File: config.mk
export PLATFORM = sky130hd
export DESIGN_NAME = m68k_bus_ctrl
export DESIGN_NICKNAME = d
export VERILOG_FILES = /design/src/rtl/m68k_bus_ctrl.sv
export SDC_FILE = /design/constraint.sdc
export NUM_CORES = 1
export LEC_CHECK = 0
export BUFFER_PORTS_ARGS = -buffer_cell sky130_fd_sc_hd__buf_4
export CAP_MARGIN = 10
export CELL_PAD_IN_SITES_DETAIL_PLACEMENT = 1
export CELL_PAD_IN_SITES_GLOBAL_PLACEMENT = 1
export CORE_MARGIN = 4
export CORE_UTILIZATION = 30
export CTS_CLUSTER_SIZE = 30
export DETAILED_ROUTE_END_ITERATION = 8
export GPL_TIMING_DRIVEN = 0
export HOLD_SLACK_MARGIN = 0.12
export PLACE_DENSITY = 0.82
export SYNTH_ARGS = -nofsm -noshare
export SYNTH_HDL_FRONTEND = slang
export SYNTH_SLANG_ARGS = --single-unit
File: constraint.sdc
create_clock -name clk -period 1.73 [get_ports clk]
set_input_delay 0.346 -clock clk [delete_from_list [all_inputs] [get_ports clk]]
set_output_delay 0.346 -clock clk [all_outputs]
set_load 0.02 [all_outputs]
File: src/rtl/m68k_bus_ctrl.sv
// 68000 bus controller: region decode, per-region wait states, DTACK/BERR
// generation with a timeout for unmapped accesses and a saturating error count.
module m68k_bus_ctrl #(
  parameter int                      N_REGIONS   = 4,
  parameter logic [23*N_REGIONS-1:0] REGION_BASE = {23'h18000, 23'h10000, 23'h08000, 23'h00000},
  parameter logic [23*N_REGIONS-1:0] REGION_MASK = {4{23'h7F8000}},
  parameter logic [4*N_REGIONS-1:0]  REGION_WAIT = {4'd0, 4'd0, 4'd1, 4'd0},
  parameter int                      TIMEOUT     = 16
) (
  input  logic                      clk,
  input  logic                      reset_n,
  input  logic                      as_n,
  input  logic                      rw,
  input  logic                      uds_n,
  input  logic                      lds_n,
  input  logic [22:0]               addr,
  input  logic [16*N_REGIONS-1:0]   region_dout,
  output logic [15:0]               cpu_din,
  output logic [N_REGIONS-1:0]      sel,
  output logic [N_REGIONS-1:0]      rd_stb,
  output logic [N_REGIONS-1:0]      wr_stb,
  output logic [1:0]                be,
  output logic                      dtack_n,
  output logic                      berr_n,
  output logic                      busy,
  output logic [7:0]                err_count
);

  typedef enum logic [2:0] {S_IDLE, S_WAIT, S_ACK, S_TOUT, S_ERR, S_RECOVER} state_t;

  state_t                r_state, w_nx_state;
  logic [3:0]            r_wcnt, w_nx_wcnt;
  logic [7:0]            r_tcnt, w_nx_tcnt;
  logic                  r_rw, w_nx_rw;
  logic [N_REGIONS-1:0]  r_sel, w_nx_sel;
  logic [N_REGIONS-1:0]  r_rd_stb, w_nx_rd_stb;
  logic [N_REGIONS-1:0]  r_wr_stb, w_nx_wr_stb;
  logic [1:0]            r_be, w_nx_be;
  logic                  r_dtack_n, w_nx_dtack_n;
  logic                  r_berr_n, w_nx_berr_n;
  logic [15:0]           r_din, w_nx_din;
  logic [7:0]            r_err, w_nx_err;

  logic [N_REGIONS-1:0]  w_hit, w_first;
  logic [3:0]            w_wait;
  logic [15:0]           w_rdata;

  // Lowest-index hit wins: isolate the lowest set bit so overlaps stay one-hot.
  always_comb begin
    for (int i = 0; i < N_REGIONS; i++)
      w_hit[i] = (addr & REGION_MASK[23*i +: 23]) == (REGION_BASE[23*i +: 23] & REGION_MASK[23*i +: 23]);
  end
  assign w_first = w_hit & (-w_hit);

  always_comb begin
    w_wait  = '0;
    w_rdata = '0;
    for (int i = 0; i < N_REGIONS; i++) begin
      if (w_first[i]) w_wait  = w_wait  | REGION_WAIT[4*i +: 4];
      if (r_sel[i])   w_rdata = w_rdata | region_dout[16*i +: 16];
    end
  end

  always_ff @(posedge clk) begin
    if (!reset_n) begin
      r_state   <= S_IDLE;
      r_wcnt    <= '0;
      r_tcnt    <= '0;
      r_rw      <= 1'b1;
      r_sel     <= '0;
      r_rd_stb  <= '0;
      r_wr_stb  <= '0;
      r_be      <= '0;
      r_dtack_n <= 1'b1;
      r_berr_n  <= 1'b1;
      r_din     <= 16'hFFFF;
      r_err     <= '0;
    end else begin
      r_state   <= w_nx_state;
      r_wcnt    <= w_nx_wcnt;
      r_tcnt    <= w_nx_tcnt;
      r_rw      <= w_nx_rw;
      r_sel     <= w_nx_sel;
      r_rd_stb  <= w_nx_rd_stb;
      r_wr_stb  <= w_nx_wr_stb;
      r_be      <= w_nx_be;
      r_dtack_n <= w_nx_dtack_n;
      r_berr_n  <= w_nx_berr_n;
      r_din     <= w_nx_din;
      r_err     <= w_nx_err;
    end
  end

  always_comb begin
    w_nx_state   = r_state;
    w_nx_wcnt    = r_wcnt;
    w_nx_tcnt    = r_tcnt;
    w_nx_rw      = r_rw;
    w_nx_sel     = r_sel;
    w_nx_rd_stb  = '0;
    w_nx_wr_stb  = '0;
    w_nx_be      = r_be;
    w_nx_dtack_n = r_dtack_n;
    w_nx_berr_n  = r_berr_n;
    w_nx_din     = r_din;
    w_nx_err     = r_err;
    case (r_state)
      S_IDLE: if (!as_n) begin
        w_nx_sel = w_first;
        w_nx_be  = {~uds_n, ~lds_n};
        w_nx_rw  = rw;
        if (|w_hit) begin
          w_nx_rd_stb = rw ? w_first : '0;
          w_nx_wcnt   = w_wait;
          w_nx_state  = S_WAIT;
        end else begin
          w_nx_tcnt  = 8'(TIMEOUT - 1);
          w_nx_state = S_TOUT;
        end
      end
      S_WAIT: begin
        if (as_n)              w_nx_state = S_RECOVER;
        else if (r_wcnt == '0) begin
          w_nx_dtack_n = 1'b0;
          w_nx_din     = w_rdata;
          w_nx_wr_stb  = r_rw ? '0 : r_sel;
          w_nx_state   = S_ACK;
        end else               w_nx_wcnt = r_wcnt - 4'd1;
      end
      S_ACK:  if (as_n) w_nx_state = S_RECOVER;
      S_TOUT: begin
        if (as_n)              w_nx_state = S_RECOVER;
        else if (r_tcnt == '0) begin
          w_nx_berr_n = 1'b0;
          w_nx_err    = (r_err == 8'hFF) ? r_err : r_err + 8'd1;
          w_nx_state  = S_ERR;
        end else               w_nx_tcnt = r_tcnt - 8'd1;
      end
      S_ERR:     if (as_n) w_nx_state = S_RECOVER;
      S_RECOVER: w_nx_state = S_IDLE;
      default:   w_nx_state = S_IDLE;
    endcase
    // Every path into RECOVER drops the bus back to its idle levels.
    if (w_nx_state == S_RECOVER) begin
      w_nx_sel     = '0;
      w_nx_be      = '0;
      w_nx_dtack_n = 1'b1;
      w_nx_berr_n  = 1'b1;
      w_nx_din     = 16'hFFFF;
    end
  end

  assign cpu_din   = r_din;
  assign sel       = r_sel;
  assign rd_stb    = r_rd_stb;
  assign wr_stb    = r_wr_stb;
  assign be        = r_be;
  assign dtack_n   = r_dtack_n;
  assign berr_n    = r_berr_n;
  assign busy      = (r_state != S_IDLE);
  assign err_count = r_err;

endmodule
# Word level (Yosys, flattened, before mapping)
# Cells that the tools add are included.
[classes]
n_mul = 0
shifts = 0
reduce_logical = 18
order_cmp = 0
n_div = 0
n_addsub = 4
bitwise_logic = 14
mux = 23
eq_ne = 16
[op_table]
columns = ["op", "n"]
rows = [
  ["2-to-1 mux 16 bit", 4],
  ["OR 16 bit", 3],
  ["2-to-1 mux 8 bit", 4],
  ["zero test 23 bit", 1],
  ["2-to-1 mux 3 bit", 6],
  ["== test 8 x 2 -> 1 bit, second input constant", 2],
  ["2-to-1 mux 4 bit", 4],
  ["one-hot mux 8 bit (2 select lines)", 1],
  ["!= test 2 bit, second input constant", 7],
  ["one-hot mux 3 bit (4 select lines)", 1],
  ["inverter 1 bit", 10],
  ["AND reduction 5 bit", 2],
  ["OR reduction 5 bit", 2],
  ["adder 8 x 1 -> 8 bit, second input constant", 1],
  ["== test 8 x 1 -> 1 bit, second input constant", 1],
  ["== test 8 bit, second input constant", 1],
  ["zero test 8 bit", 1],
  ["one-hot mux 4 bit (2 select lines)", 1],
  ["subtractor 8 x 1 -> 8 bit, second input constant", 1],
  ["== test 3 x 2 -> 1 bit, second input constant", 2],
  ["== test 3 bit, second input constant", 2],
  ["AND reduction 3 bit", 2],
  ["AND 4 bit", 1],
  ["zero test 4 bit", 1],
  ["other kinds (12)", 14],
]
[word_totals]
latch_bits = 0
register_bits = 56
memories = 0
rom_bits = 0
out_inout_bits = 41
ram_bits = 0
in_bits = 93

# Logic depth before layout (Yosys ltp)
[depth]
depth_word = 7
ltp_mapped = 7
depth_no_buf = 6

# Worst setup path after synthesis
# No wires, ideal clock.
[synth_path]
path_kind = "register -> register"
startpoint = "register r_tcnt[0]"
endpoint = "register r_state[1]"
path_buffers = 1
arrival_ns = 1.651
path_slack_ns = -0.037
stages_incl_launch_ff = 8
t_required_ns = 1.615
setup_time_ns = 0.115
cell_sequence = "dfxtp_1 inv_1 ha_1 or4b_1 clkbuf_1 nor3_1 o221ai_1 and3_1"
[synth_via]
elab_chain_cells = 4
[synth_rtl]
columns = ["element", "line", "rtl"]
rows = [
  ["start: declaration", "33", "logic [7:0] r_tcnt, w_nx_tcnt;"],
  ["start signal: assignment", "81", "r_tcnt <= w_nx_tcnt;"],
  ["zero test 8 bit", "133", "else if (r_tcnt == '0) begin"],
  ["2-to-1 mux 3 bit", "133", ""],
  ["2-to-1 mux 3 bit", "132", "if (as_n) w_nx_state = S_RECOVER;"],
  ["one-hot mux 3 bit (4 select lines)", "107", "case (r_state)"],
  ["end signal: assignment", "79", "r_state <= w_nx_state;"],
  ["end: declaration", "31", "state_t r_state, w_nx_state;"],
]
# Every way passes these cells.
# A chain may end at the register's enable or synchronous reset.

# Worst setup path in the final report
[layout_path]
startpoint = "register r_tcnt[0]"
endpoint = "register r_err[0] (netlist: err_count[0])"
[layout_via]
elab_chain_cells = 2
[layout_rtl]
columns = ["element", "line", "rtl"]
rows = [
  ["zero test 8 bit", "133", ""],
  ["AND reduction 4 bit (no line)", "-", ""],
  ["end signal: assignment", "90", "r_err <= w_nx_err;"],
  ["end: declaration", "42", "logic [7:0] r_err, w_nx_err;"],
]
# Every way passes these cells.

==> run metrics <==
status=complete, but fails checks; violated checks=negative setup slack; switching power as a share of total power=between 30% and 40%; startpoint type of the worst setup path=flip-flop; actual transition at the worst max-transition pin=about 0.65 ns; share of async-settable or async-resettable flops after synthesis=0%; number of enable flip-flop cells after synthesis=0; I/O pin count=roughly 130; placed cell count=537; minimum setup slack in the final design=-0.0168 ns; buffers added on ports=~120; setup repair after global routing missed its margin=yes; Int Power=roughly 2.8 mW; Vias per Instance=approximately 5.6; post-synth top area share=40.3%; area of placed instances=approximately 3800 sq um; number of cell instances on the worst register-to-register path=7; vias in the first global route=3,181; Hold Path Stages=2; Mapped Avg Cell Area=around 9 sq um; Synth Net Count=just over 400; Clock Path Buffers=2; clock tree from TritonCTS=yes; drt initial violations=around 130; hold_buf cts=0; clk sink count=56; top post-synthesis cells by count=56 x sky130_fd_sc_hd__dfxtp_1, 33 x sky130_fd_sc_hd__a22oi_1, 27 x sky130_fd_sc_hd__a21oi_1; largest net degree at the start of global routing=18; detailed-placement wirelength estimate=about 7700 um; category of the most critical setup path=reg2reg; share of power burned in the clock network=between 20% and 30%; Crit. End Element=flip-flop; post-route insts no fill=roughly 560; share of post-route cells with drive strength above 1=between 40% and 50%; final-report hold violation count=0; via total after detailed routing=about 3,100; maximum clock skew at final layout=roughly 0.013 ns; clock slew seen by the registers of the worst setup and hold paths=around 0.11 ns; source-to-sink clock delay at the later pin of the worst-skew pair=0.31 ns; core box area=between 8000 and 9000 sq um; number of antenna repair diodes=0; top-count cell post-synth=sky130_fd_sc_hd__dfxtp_1; # fillers=about 1,100; Post-synth top flop=sky130_fd_sc_hd__dfxtp_1; overall track demand over capacity in global routing=18.4%; origin of the critical flop-to-flop path=r_tcnt[0]; max cap viols=0; endpoint of the lowest-slack register-to-register path=err_count[0]; Seq. cell area=around 1100 sq um; wire length of the first global-routing pass=16,400 um; number of warnings printed during yosys synthesis=0; clock root buffer=sky130_fd_sc_hd__clkbuf_8; post-synthesis to final-layout area growth=54.6%; Final #Nets=approximately 550; Fmax=~570 MHz; main area contributors after synthesis=sky130_fd_sc_hd__dfxtp_1 40%, sky130_fd_sc_hd__a22oi_1 8.9%, sky130_fd_sc_hd__a211o_1 5.0%, sky130_fd_sc_hd__a21oi_1 4.9%, sky130_fd_sc_hd__nand2_1 3.2%; final critical path time including I/O delays and setup=around 1.7 ns; Die Span X=approximately 100 um; die area=around 11,000 sq um; starting density of the core=a little under a third; Std-Cell Rows=34; worst-case vdd ir drop=0.390 mV; number of iterations in the first detailed-routing pass=4; post-synthesis sequential element count=56; data required time at the worst endpoint=between 1.5 and 2 ns; max-slew violations=0; arrival time worst endpoint=approximately 2 ns; power per cell area=roughly 1000 nW/um^2; cell taking the most area after synthesis=sky130_fd_sc_hd__dfxtp_1; final std cell area, no fill=4300 sq um; start point of the worst hold path=uds_n; leakage power summed over all cells=around 1.7 nW; Flop pwr share=between 30% and 40%; synthesized area=around 2800 sq um; share of the clock period used by the worst path=101%; total wire length=between 10,000 and 15,000 um; WL/cell=19.0 um; number of distinct library cell variants in the gate-level netlist after synthesis=approximately 60; H-tree Lvls=2; multi-input combinational cell area=1700 sq um; worst-path maximum fanout=6; cell count after synthesis=~310; power spent charging and discharging nets=1.56 mW; Worst Hold End=be[1]; share of the yosys chip area belonging to registers=between 40 and 50%; DR DRC count=0; antenna violations before repair=0; antenna-violating nets left=0; register-to-register setup slack=-0.02 ns; total setup violations reported at the end of the flow=2; overflow left after global routing=0; gpl congestion=about 0.8; final setup TNS=-0.0263 ns; power share of the combinational group=a little over two fifths; headroom to the max-slew limit=between 50% and 60%; type of the most critical hold path=in2reg; Die Height=between 100 and 150 um; total clock buffers created by CTS=5
[layout by cell type (no fill, tap or decap), types with 4 or more instances in the layout]
| master | n |
|---|---|
| sky130_fd_sc_hd__buf_4 | 132 |
| sky130_fd_sc_hd__dfxtp_1 | 50 |
| sky130_fd_sc_hd__a22oi_1 | 33 |
| sky130_fd_sc_hd__a21oi_1 | 25 |
| sky130_fd_sc_hd__nand2_1 | 22 |
| sky130_fd_sc_hd__a211o_1 | 16 |
| sky130_fd_sc_hd__nor2_1 | 12 |
| sky130_fd_sc_hd__clkbuf_1 | 8 |
| sky130_fd_sc_hd__clkbuf_8 | 8 |
| sky130_fd_sc_hd__nand3_1 | 6 |
| sky130_fd_sc_hd__or4_1 | 6 |
| sky130_fd_sc_hd__nor3_1 | 5 |
| sky130_fd_sc_hd__dfxtp_2 | 5 |
| sky130_fd_sc_hd__buf_6 | 4 |
| sky130_fd_sc_hd__or3_4 | 4 |
| sky130_fd_sc_hd__inv_1 | 4 |
| sky130_fd_sc_hd__nand4_1 | 4 |
| sky130_fd_sc_hd__clkbuf_4 | 4 |
| sky130_fd_sc_hd__clkbuf_2 | 4 |
| sky130_fd_sc_hd__o21ai_0 | 4 |
| sky130_fd_sc_hd__or3_1 | 4 |
| sky130_fd_sc_hd__and2_1 | 4 |
| sky130_fd_sc_hd__a31oi_1 | 4 |
[sequential cells by signal, summed over array words and instances, names as in the netlist]
name	flops
r_state	3
be	2
dtack_n	1
wr_stb	4
err_count	8
r_rw	1
cpu_din	16
rd_stb	4
sel	4
r_tcnt	8
berr_n	1
r_wcnt	4
[worst max path at each step]
stage,from,endpoint,cells after the start
2_1_floorplan,r_tcnt[1],r_state[1],7
3_3_place_gp,r_wcnt[0],r_state[1],7
3_5_place_dp,as_n,cpu_din[2],6
4_1_cts,r_tcnt[0],r_state[1],7
5_1_grt,r_tcnt[0],err_count[0],7
6_report,r_tcnt[0],err_count[0],7
[through the flow]
step           utilization (%)  setup slack [ns]  power (mW)  hold slack, ns
2_1_floorplan                -           0.00767        2.48           0.423
3_3_place_gp              43.0            -0.421        3.00           0.436
3_5_place_dp              43.0            -0.484        3.07           0.447
4_1_cts                   46.4           -0.0317        4.19           0.182
5_1_grt                   48.6            -0.106        4.57           0.180
6_report                  48.6           -0.0168        4.33           0.196
[kinds of logic after synthesis]
group	after synthesis	synth area share, %
compound gates	114	29.4
xor+xnor	5	1.58
fa+ha+maj	4	1.80
buf+inv	33	4.86
flops	56	40.3
mux	3	1.13
simple gates	98	20.9
[critical path: stages (launching register included)]
cell and delay (ns):
sky130_fd_sc_hd__dfxtp_4 0.37, sky130_fd_sc_hd__inv_4 0.06, sky130_fd_sc_hd__ha_4 0.14, sky130_fd_sc_hd__nor4b_4 0.28
sky130_fd_sc_hd__nand3_2 0.21, sky130_fd_sc_hd__buf_6 0.19, sky130_fd_sc_hd__or3_4 0.32, sky130_fd_sc_hd__a21oi_2 0.12
[layer usage]
| metal | GRT usage [%] | vias to the layer above | routed length, um |
|---|---|---|---|
| met5 | 0 | - | 0 |
| met4 | 5.70 | 0 | 288 |
| met3 | 4.84 | 25 | 523 |
| met2 | 33.0 | 101 | 5560 |
| met1 | 21.2 | 1521 | 4310 |
| li1 | - | 1484 | - |
[power groups by stage]
stage | clock network (mW) | registers, mW | logic, mW
floorplan | 0 | 1.68 | 0.800
global placement | 0 | 1.59 | 1.41
detailed placement | 0 | 1.60 | 1.46
CTS | 0.912 | 1.58 | 1.69
global route | 0.963 | 1.62 | 1.99
finish | 0.883 | 1.60 | 1.85
[final cells by class]
| class | count | area share [%] |
|---|---|---|
| inverters | 7 | 0.670 |
| plain buffers | 25 | 3.96 |
| repair buffers | 135 | 23.8 |
| well taps | 108 | 3.14 |
| multi-input cells | 224 | 39.6 |
| clock inverters | 2 | 0.902 |
| clock buffers | 6 | 1.69 |
| flip-flops and latches | 56 | 26.3 |
[timing repair]
action                     4_1_cts  5_1_grt
setup endpoints to repair       45       43
resized for setup               39       38
pin swaps                        3       15
cloned                           2        0
setup buffers                    5       13
Note: power is estimated with default switching activity, not from simulation.
